**config.mk**
```make
export PLATFORM = sky130hd
export DESIGN_NAME = slave_write_steer
export DESIGN_NICKNAME = d
export VERILOG_FILES = /design/src/rtl/slave_switch_pkg.sv /design/src/rtl/wsteer_rr_arb.sv /design/src/rtl/slave_write_steer.sv
export SDC_FILE = /design/constraint.sdc
export NUM_CORES = 1
export LEC_CHECK = 0
export CORE_MARGIN = 8
export CORE_UTILIZATION = 30
export CTS_CLUSTER_SIZE = 16
export DETAILED_ROUTE_END_ITERATION = 16
export PLACE_DENSITY_LB_ADDON = 0.2
export RECOVER_POWER = 50
export SLEW_MARGIN = 20
export SYNTH_ARGS = -nofsm -noshare
export SYNTH_HDL_FRONTEND = slang
export SYNTH_HIERARCHICAL = 1
export SYNTH_SLANG_ARGS = --single-unit
```
**constraint.sdc**
```tcl
create_clock -name clk -period 3.6 [get_ports clk]
set_input_delay 0.54 -clock clk [delete_from_list [all_inputs] [get_ports clk]]
set_output_delay 0.54 -clock clk [all_outputs]
set_load 0.01 [all_outputs]
```
**src/rtl/slave_switch_pkg.sv**
```systemverilog
// rtl/slave_switch_pkg.sv - shared types and helpers for the per-master W steering block.
// The FIFO entry carries awlen only when SLAVE_WSTEER_LEN_CHK_EN is defined.
package slave_switch_pkg;

  localparam int TGT_FIELD_W = 8;
  localparam int LEN_FIELD_W = 8;

  typedef enum logic {
    ARB_IDLE = 1'b0,
    ARB_LOCK = 1'b1
  } arb_state_e;

  typedef struct packed {
`ifdef SLAVE_WSTEER_LEN_CHK_EN
    logic [LEN_FIELD_W-1:0] len;
`endif
    logic [TGT_FIELD_W-1:0] tgt;
  } wfifo_entry_t;

  // One extra bit so a full FIFO (count == DEPTH) is representable.
  function automatic int fifo_cnt_w(input int depth);
    return $clog2(depth) + 1;
  endfunction

  function automatic int unsigned clamp_tgt(input int unsigned raw, input int unsigned m);
    return (raw >= m) ? (m - 1) : raw;
  endfunction

endpackage

```
**src/rtl/wsteer_rr_arb.sv**
```systemverilog
// rtl/wsteer_rr_arb.sv - per-slave round-robin W arbiter that holds its grant for a whole burst.
module wsteer_rr_arb
  import slave_switch_pkg::*;
#(
  parameter int N     = 2,
  parameter int LOG_N = 1
) (
  input  logic             clk,
  input  logic             rst,
  input  logic [N-1:0]     req_i,
  input  logic             beat_hs_i,
  input  logic             beat_last_i,
  output logic             gnt_valid_o,
  output logic [LOG_N-1:0] gnt_idx_o
);

  arb_state_e       state_q, state_d;
  logic [LOG_N-1:0] lock_q, lock_d;
  logic [LOG_N-1:0] rr_q, rr_d;
  logic [LOG_N-1:0] pick;
  logic             found;

  // Two-pass scan: first from rr_q upward, then wrap around to the low indices.
  always_comb begin
    found = 1'b0;
    pick  = '0;
    for (int i = 0; i < N; i++) begin
      if (!found && req_i[i] && (i >= int'(rr_q))) begin
        found = 1'b1;
        pick  = LOG_N'(i);
      end
    end
    for (int i = 0; i < N; i++) begin
      if (!found && req_i[i]) begin
        found = 1'b1;
        pick  = LOG_N'(i);
      end
    end
    gnt_valid_o = found;
    gnt_idx_o   = pick;
    if (state_q == ARB_LOCK) begin
      gnt_valid_o = 1'b1;
      gnt_idx_o   = lock_q;
    end
  end

  always_comb begin
    state_d = state_q;
    lock_d  = lock_q;
    rr_d    = rr_q;
    if (beat_hs_i) begin
      if (beat_last_i) begin
        state_d = ARB_IDLE;
        rr_d    = (int'(gnt_idx_o) >= N - 1) ? '0 : gnt_idx_o + LOG_N'(1);
      end else if (state_q == ARB_IDLE) begin
        state_d = ARB_LOCK;
        lock_d  = gnt_idx_o;
      end
    end
  end

  always_ff @(posedge clk or posedge rst) begin
    if (rst) begin
      state_q <= ARB_IDLE;
      lock_q  <= '0;
      rr_q    <= '0;
    end else begin
      state_q <= state_d;
      lock_q  <= lock_d;
      rr_q    <= rr_d;
    end
  end

endmodule

```
**src/rtl/slave_write_steer.sv**
```systemverilog
// rtl/slave_write_steer.sv - steers each master's W bursts to the slave recorded at its AW handshake.
// Define SLAVE_WSTEER_LEN_CHK_EN to generate wlast from awlen and flag length mismatches on err_o.
module slave_write_steer
  import slave_switch_pkg::*;
#(
  parameter int N          = 2,
  parameter int M          = 2,
  parameter int WIDTH      = 32,
  parameter int ADDR_WIDTH = 32,
  parameter int DEPTH      = 4,
  parameter int LOG_N      = (N > 1) ? $clog2(N) : 1,
  parameter int LOG_M      = (M > 1) ? $clog2(M) : 1
) (
  input  logic                              clk,
  input  logic                              rst,
  input  logic [N-1:0]                      s_awvalid,
  output logic [N-1:0]                      s_awready,
  input  logic [N-1:0][ADDR_WIDTH-1:0]      s_awaddr,
  input  logic [N-1:0][7:0]                 s_awlen,
  output logic [N-1:0]                      m_awvalid,
  input  logic [N-1:0]                      m_awready,
  input  logic [N-1:0]                      s_wvalid,
  output logic [N-1:0]                      s_wready,
  input  logic [N-1:0][WIDTH-1:0]           s_wdata,
  input  logic [N-1:0][WIDTH/8-1:0]         s_wstrb,
  input  logic [N-1:0]                      s_wlast,
  output logic [M-1:0]                      m_wvalid,
  input  logic [M-1:0]                      m_wready,
  output logic [M-1:0][WIDTH-1:0]           m_wdata,
  output logic [M-1:0][WIDTH/8-1:0]         m_wstrb,
  output logic [M-1:0]                      m_wlast,
  output logic [M-1:0][LOG_N-1:0]           m_wsrc
`ifdef SLAVE_WSTEER_LEN_CHK_EN
  ,
  output logic [N-1:0]                      err_o
`endif
);

  localparam int PTR_W  = (DEPTH > 1) ? $clog2(DEPTH) : 1;
  localparam int CNT_W  = fifo_cnt_w(DEPTH);
  localparam int STRB_W = WIDTH / 8;

  logic [N-1:0]                   full;
  logic [N-1:0]                   empty;
  logic [N-1:0]                   push;
  logic [N-1:0]                   pop;
  logic [N-1:0]                   w_hs;
  logic [N-1:0]                   w_last;
  logic [N-1:0][TGT_FIELD_W-1:0]  head_tgt;
  logic [M-1:0][N-1:0]            req;
  logic [M-1:0]                   gnt_valid;
  logic [M-1:0][LOG_N-1:0]        gnt_idx;
  logic                           unused_bits;

  // Only the top LOG_M address bits select the slave.
  assign unused_bits = ^{s_awaddr, s_awlen};

  always_comb begin
    req = '0;
    for (int j = 0; j < M; j++) begin
      for (int i = 0; i < N; i++) begin
        req[j][i] = s_wvalid[i] & ~empty[i] & (int'(head_tgt[i]) == j);
      end
    end
  end

  for (genvar i = 0; i < N; i++) begin : g_master
    wfifo_entry_t     mem_q [DEPTH];
    wfifo_entry_t     entry_in;
    wfifo_entry_t     head_entry;
    logic [PTR_W-1:0] wptr_q, wptr_d;
    logic [PTR_W-1:0] rptr_q, rptr_d;
    logic [CNT_W-1:0] cnt_q, cnt_d;
    logic             wready_l;

    assign full[i]      = (cnt_q == CNT_W'(DEPTH));
    assign empty[i]     = (cnt_q == '0);
    assign m_awvalid[i] = s_awvalid[i] & ~full[i];
    assign s_awready[i] = m_awready[i] & ~full[i];
    assign push[i]      = s_awvalid[i] & s_awready[i];
    assign pop[i]       = w_hs[i] & w_last[i];
    assign head_entry   = mem_q[rptr_q];
    assign head_tgt[i]  = head_entry.tgt;

    always_comb begin
      entry_in     = '0;
      entry_in.tgt = TGT_FIELD_W'(clamp_tgt(int'(s_awaddr[i][ADDR_WIDTH-1 -: LOG_M]), M));
`ifdef SLAVE_WSTEER_LEN_CHK_EN
      entry_in.len = s_awlen[i];
`endif
    end

    always_comb begin
      wptr_d = wptr_q;
      rptr_d = rptr_q;
      cnt_d  = cnt_q;
      if (push[i]) wptr_d = wptr_q + PTR_W'(1);
      if (pop[i])  rptr_d = rptr_q + PTR_W'(1);
      if (push[i] && !pop[i])      cnt_d = cnt_q + CNT_W'(1);
      else if (!push[i] && pop[i]) cnt_d = cnt_q - CNT_W'(1);
    end

    always_ff @(posedge clk or posedge rst) begin
      if (rst) begin
        wptr_q <= '0;
        rptr_q <= '0;
        cnt_q  <= '0;
        for (int d = 0; d < DEPTH; d++) mem_q[d] <= '0;
      end else begin
        wptr_q <= wptr_d;
        rptr_q <= rptr_d;
        cnt_q  <= cnt_d;
        if (push[i]) mem_q[wptr_q] <= entry_in;
      end
    end

    // Ready only from the slave this master's head entry points at, and only while granted there.
    always_comb begin
      wready_l = 1'b0;
      for (int j = 0; j < M; j++) begin
        if (int'(head_tgt[i]) == j) begin
          wready_l = m_wready[j] & gnt_valid[j] & (int'(gnt_idx[j]) == i);
        end
      end
    end
    assign s_wready[i] = wready_l & ~empty[i];
    assign w_hs[i]     = s_wvalid[i] & s_wready[i];

`ifdef SLAVE_WSTEER_LEN_CHK_EN
    logic [LEN_FIELD_W-1:0] beat_q, beat_d;

    assign w_last[i] = (beat_q == head_entry.len);
    assign err_o[i]  = w_hs[i] & (s_wlast[i] != w_last[i]);

    always_comb begin
      beat_d = beat_q;
      if (w_hs[i]) beat_d = w_last[i] ? '0 : beat_q + LEN_FIELD_W'(1);
    end

    always_ff @(posedge clk or posedge rst) begin
      if (rst) beat_q <= '0;
      else     beat_q <= beat_d;
    end
`else
    assign w_last[i] = s_wlast[i];
`endif
  end

  for (genvar j = 0; j < M; j++) begin : g_slave
    logic              vld_l;
    logic [WIDTH-1:0]  data_l;
    logic [STRB_W-1:0] strb_l;
    logic              last_l;

    wsteer_rr_arb #(
      .N     (N),
      .LOG_N (LOG_N)
    ) u_arb (
      .clk         (clk),
      .rst         (rst),
      .req_i       (req[j]),
      .beat_hs_i   (m_wvalid[j] & m_wready[j]),
      .beat_last_i (m_wlast[j]),
      .gnt_valid_o (gnt_valid[j]),
      .gnt_idx_o   (gnt_idx[j])
    );

    always_comb begin
      vld_l  = 1'b0;
      data_l = '0;
      strb_l = '0;
      last_l = 1'b0;
      for (int i = 0; i < N; i++) begin
        if (gnt_valid[j] && (int'(gnt_idx[j]) == i)) begin
          vld_l  = req[j][i];
          data_l = s_wdata[i];
          strb_l = s_wstrb[i];
          last_l = w_last[i];
        end
      end
    end

    assign m_wvalid[j] = vld_l;
    assign m_wdata[j]  = data_l;
    assign m_wstrb[j]  = strb_l;
    assign m_wlast[j]  = last_l;
    assign m_wsrc[j]   = gnt_valid[j] ? gnt_idx[j] : '0;
  end

endmodule

```
==> results.json, run 1 <==
{
  "run_status": "finished clean",
  "path_clk_slew_ns": 0.08,
  "critPathArrivalTime_ns": 2.94,
  "dpl_cell_area_um2": 4860,
  "cts_hold_buf": 0,
  "synthTopCellsByCount": "nor2b_1 (78), mux2i_1 (75), dfrtp_1 (28), nand2_1 (21), inv_1 (15)",
  "cp_common_cell": "buf_4",
  "crit_slowest_cell": "mux4_2",
  "die_h_um": 115,
  "die_w_um": 115,
  "grt_first_pass_wirelength_um": 16400,
  "drtAntennaViolNets": 0,
  "synth_area_per_cell_um2": 9.15,
  "drtIter0Drc": 131,
  "num_antenna_cells": 0,
  "crit_family": "buffers and inverters",
  "htreeDepth": 1,
  "drive_above_1_share_pct": 12.7,
  "synth_edf_count": 0,
  "synth_flop_cell": "dfrtp_1",
  "grt-ovfl-total": 0,
  "yosys_register_bits": 28,
  "cts_tree": "yes",
  "grt_use_total_pct": 15.6,
  "via_per_inst": 4.65,
  "cts_num_sinks": 28,
  "fin_crit_sh_pct": 96.6,
  "portBuffers": 169,
  "cts-root-buf": "clkbuf_8",
  "cp.required_ns": 3.06,
  "ir_worst_vdd_mv": 0.395,
  "row_count": 36,
  "hold_violations": 0,
  "wl_per_cell_um": 17.5,
  "gp_congestion": 0.817,
  "slowest_delay_ns": 0.53,
  "first_pass_iters": 4,
  "skew_ns": 0.00155,
  "startpoint_type": "register",
  "drt_wl_total_um": 11100,
  "ys_seq_area_share_pct": 23.7,
  "synth_top_area_cell": "mux2i_1",
  "end_kind": "primary output",
  "grt_pass1_vias": 2974,
  "min_period_ns": 3.48,
  "p_per_area_nw_per_um2": 828,
  "crit_buf_inv": 4,
  "grt_max_degree": 33,
  "max-clock-path-buffers": 2,
  "async_reset_ff_share_pct": 100,
  "critPathMaxFanout": 32,
  "synthMostInstantiatedCell": "nor2b_1",
  "synthDistinctLibCells": 32,
  "slew_headroom_pct": 44.4,
  "io_pins": 248,
  "timing.hold.ws_ns": 0.493,
  "ys_top_cells_by_area": "mux2i_1 (25%), dfrtp_1 (24%), nor2b_1 (17%)",
  "hpwlAfterDp_um": 8630,
  "synth_top_cell_area_share_pct": 25.4,
  "path_cells": "mux4_2 -> buf_4 -> nand2_1 -> inv_1 -> or3_2 -> buf_4 -> nor2b_1 -> clkdlybuf4s50_1",
  "slew_viol_final": 0,
  "worst_slew_pin_slew_ns": 0.834,
  "cts_made_buffers": 3,
  "core_um2": 9680,
  "setup_ws_ns": 0.124,
  "maxCapViolCount": 0,
  "power_mw": 4.35,
  "pre_cts_ws_ns": -0.0369,
  "fin_nets": 682,
  "synthCells": 323,
  "max_freq_mhz": 288,
  "grt_setup_unrepaired": "true",
  "area_growth_pct": 77.8,
  "drc": 0,
  "antenna_found_initial": 0,
  "start_util_pct": 30.5,
  "finalSetupViolCount": 0,
  "via_count": 2961,
  "power.leakage_nw": 2.45,
  "die_area_um2": 13300,
  "hp-class": "reg2reg",
  "finalSetupTns_ns": 0,
  "critPathKind": "reg2out",
  "synth_area_um2": 2950,
  "ys_warn_count": 6,
  "insertion_delay_ns": 0.27,
  "syn_nets": 499,
  "final_cell_area_um2": 5250
}
[cell usage in the layout, fill, tap and decap left out, drive strengths merged, types with 7 or more instances in the layout]
cell	n
nor2b	78
mux2	10
dlymetal6s2s	41
mux2i	77
inv	15
nand2	21
dlygate4sd3	7
clkdlybuf4s50	120
ha	10
buf	33
xnor2	10
dfrtp	28
[report_power, final]
part	internal, mW	switching (mW)	total (mW)
clock	0.0750	0.0874	0.162
combinational	2.02	1.55	3.57
sequential	0.471	0.137	0.609
total	2.57	1.78	4.35
[cells by family (layout without fill, tap and decap cells)]
group                      after synthesis  in the layout  synth area share [%]
AOI/OAI and AO/OA                       21             21                  5.51
xor gates and xnor gates                12             12                  3.56
adders and majority gates               12             12                  5.59
buffers and inverters                   39            220                  5.76
DFF                                     28             28                  23.7
muxes                                   89             89                  31.7
and+or+nand+nor                        122            122                  24.2
[metal layers]
| layer | track usage (%) | vias to the layer above | routed length (um) |
|---|---|---|---|
| li1 | - | 1455 | - |
| met1 | 18.8 | 1386 | 4710 |
| met2 | 27.4 | 108 | 5440 |
| met3 | 3.20 | 12 | 804 |
| met4 | 4.03 | 0 | 170 |
| met5 | 0 | - | 0 |
[what timing repair did]
action / CTS / global route
buffers inserted: 4 / 12
resized for setup: 7 / 51
gates cloned: 2 / 0
setup endpoints to repair: 73 / 71
pin swaps: 0 / 1
[final cells by class]
type	instances	area, um^2
fill	871	4430
multi-input combinational	256	2160
sequential	28	701
timing repair buffer	202	2130
clock buffer	3	41.3
tap	133	166
inverter	15	56.3
[sequential cells by signal, indices dropped and copies added, names as in the netlist]
| name | flops |
|---|---|
| g_master.mem_q | 8 |
| g_slave.u_arb/state_q | 2 |
| g_master.wptr_q | 4 |
| g_slave.u_arb/rr_q | 2 |
| g_slave.u_arb/lock_q | 2 |
| g_master.cnt_q | 6 |
| g_master.rptr_q | 4 |
[stage by stage]
stage / util [%] / std cells
floorplan: - / 323
detailed placement: 50.2 / 616
global route: 54.2 / 637
finish: 54.2 / 637
global placement: 50.2 / 616
CTS: 51.9 / 625
[worst reg2reg max path: stages (launching register included)]
cell,delay (ns)
dfrtp_1,0.38
mux4_2,0.53
buf_4,0.18
nand2_1,0.05
inv_1,0.04
or3_2,0.53
nand3b_1,0.19
mux2i_4,0.10
nand3_2,0.10
ha_1,0.18
inv_1,0.06
fa_1,0.37
xor2_1,0.17
nor2_1,0.11
xnor2_1,0.13
[final timing paths]
kind,slack [ns],start,depth (start not counted),to
setup / recovery,0.12,g_master[1].rptr_q[0]$_DFFE_PP0P_,8,m_wdata[63]
hold / removal,0.49,g_master[1].rptr_q[1]$_DFFE_PP0P_,1,g_master[1].rptr_q[1]$_DFFE_PP0P_
setup reg to reg,0.41,g_master[1].rptr_q[0]$_DFFE_PP0P_,14,g_master[0].cnt_q[2]$_DFFE_PP0P_
hold reg to reg,0.49,g_master[1].rptr_q[1]$_DFFE_PP0P_,1,g_master[1].rptr_q[1]$_DFFE_PP0P_
max in group asynchronous,2.14,rst,2,g_master[0].rptr_q[0]$_DFFE_PP0P_
min in group asynchronous,0.65,rst,2,g_slave[0].u_arb/rr_q$_DFFE_PP0P_
Note: power is estimated with default switching activity, not from simulation.
==> run 2: changes to the inputs <==
--- a/config.mk
+++ b/config.mk
@@ -11,7 +11,7 @@
 export DETAILED_ROUTE_END_ITERATION = 16
 export PLACE_DENSITY_LB_ADDON = 0.2
 export RECOVER_POWER = 50
-export SLEW_MARGIN = 20
+export SLEW_MARGIN = 15
 export SYNTH_ARGS = -nofsm -noshare
 export SYNTH_HDL_FRONTEND = slang
 export SYNTH_HIERARCHICAL = 1
==> results of run 2 <==
The final DEF is identical to that of run 1; final timing and power are the same.
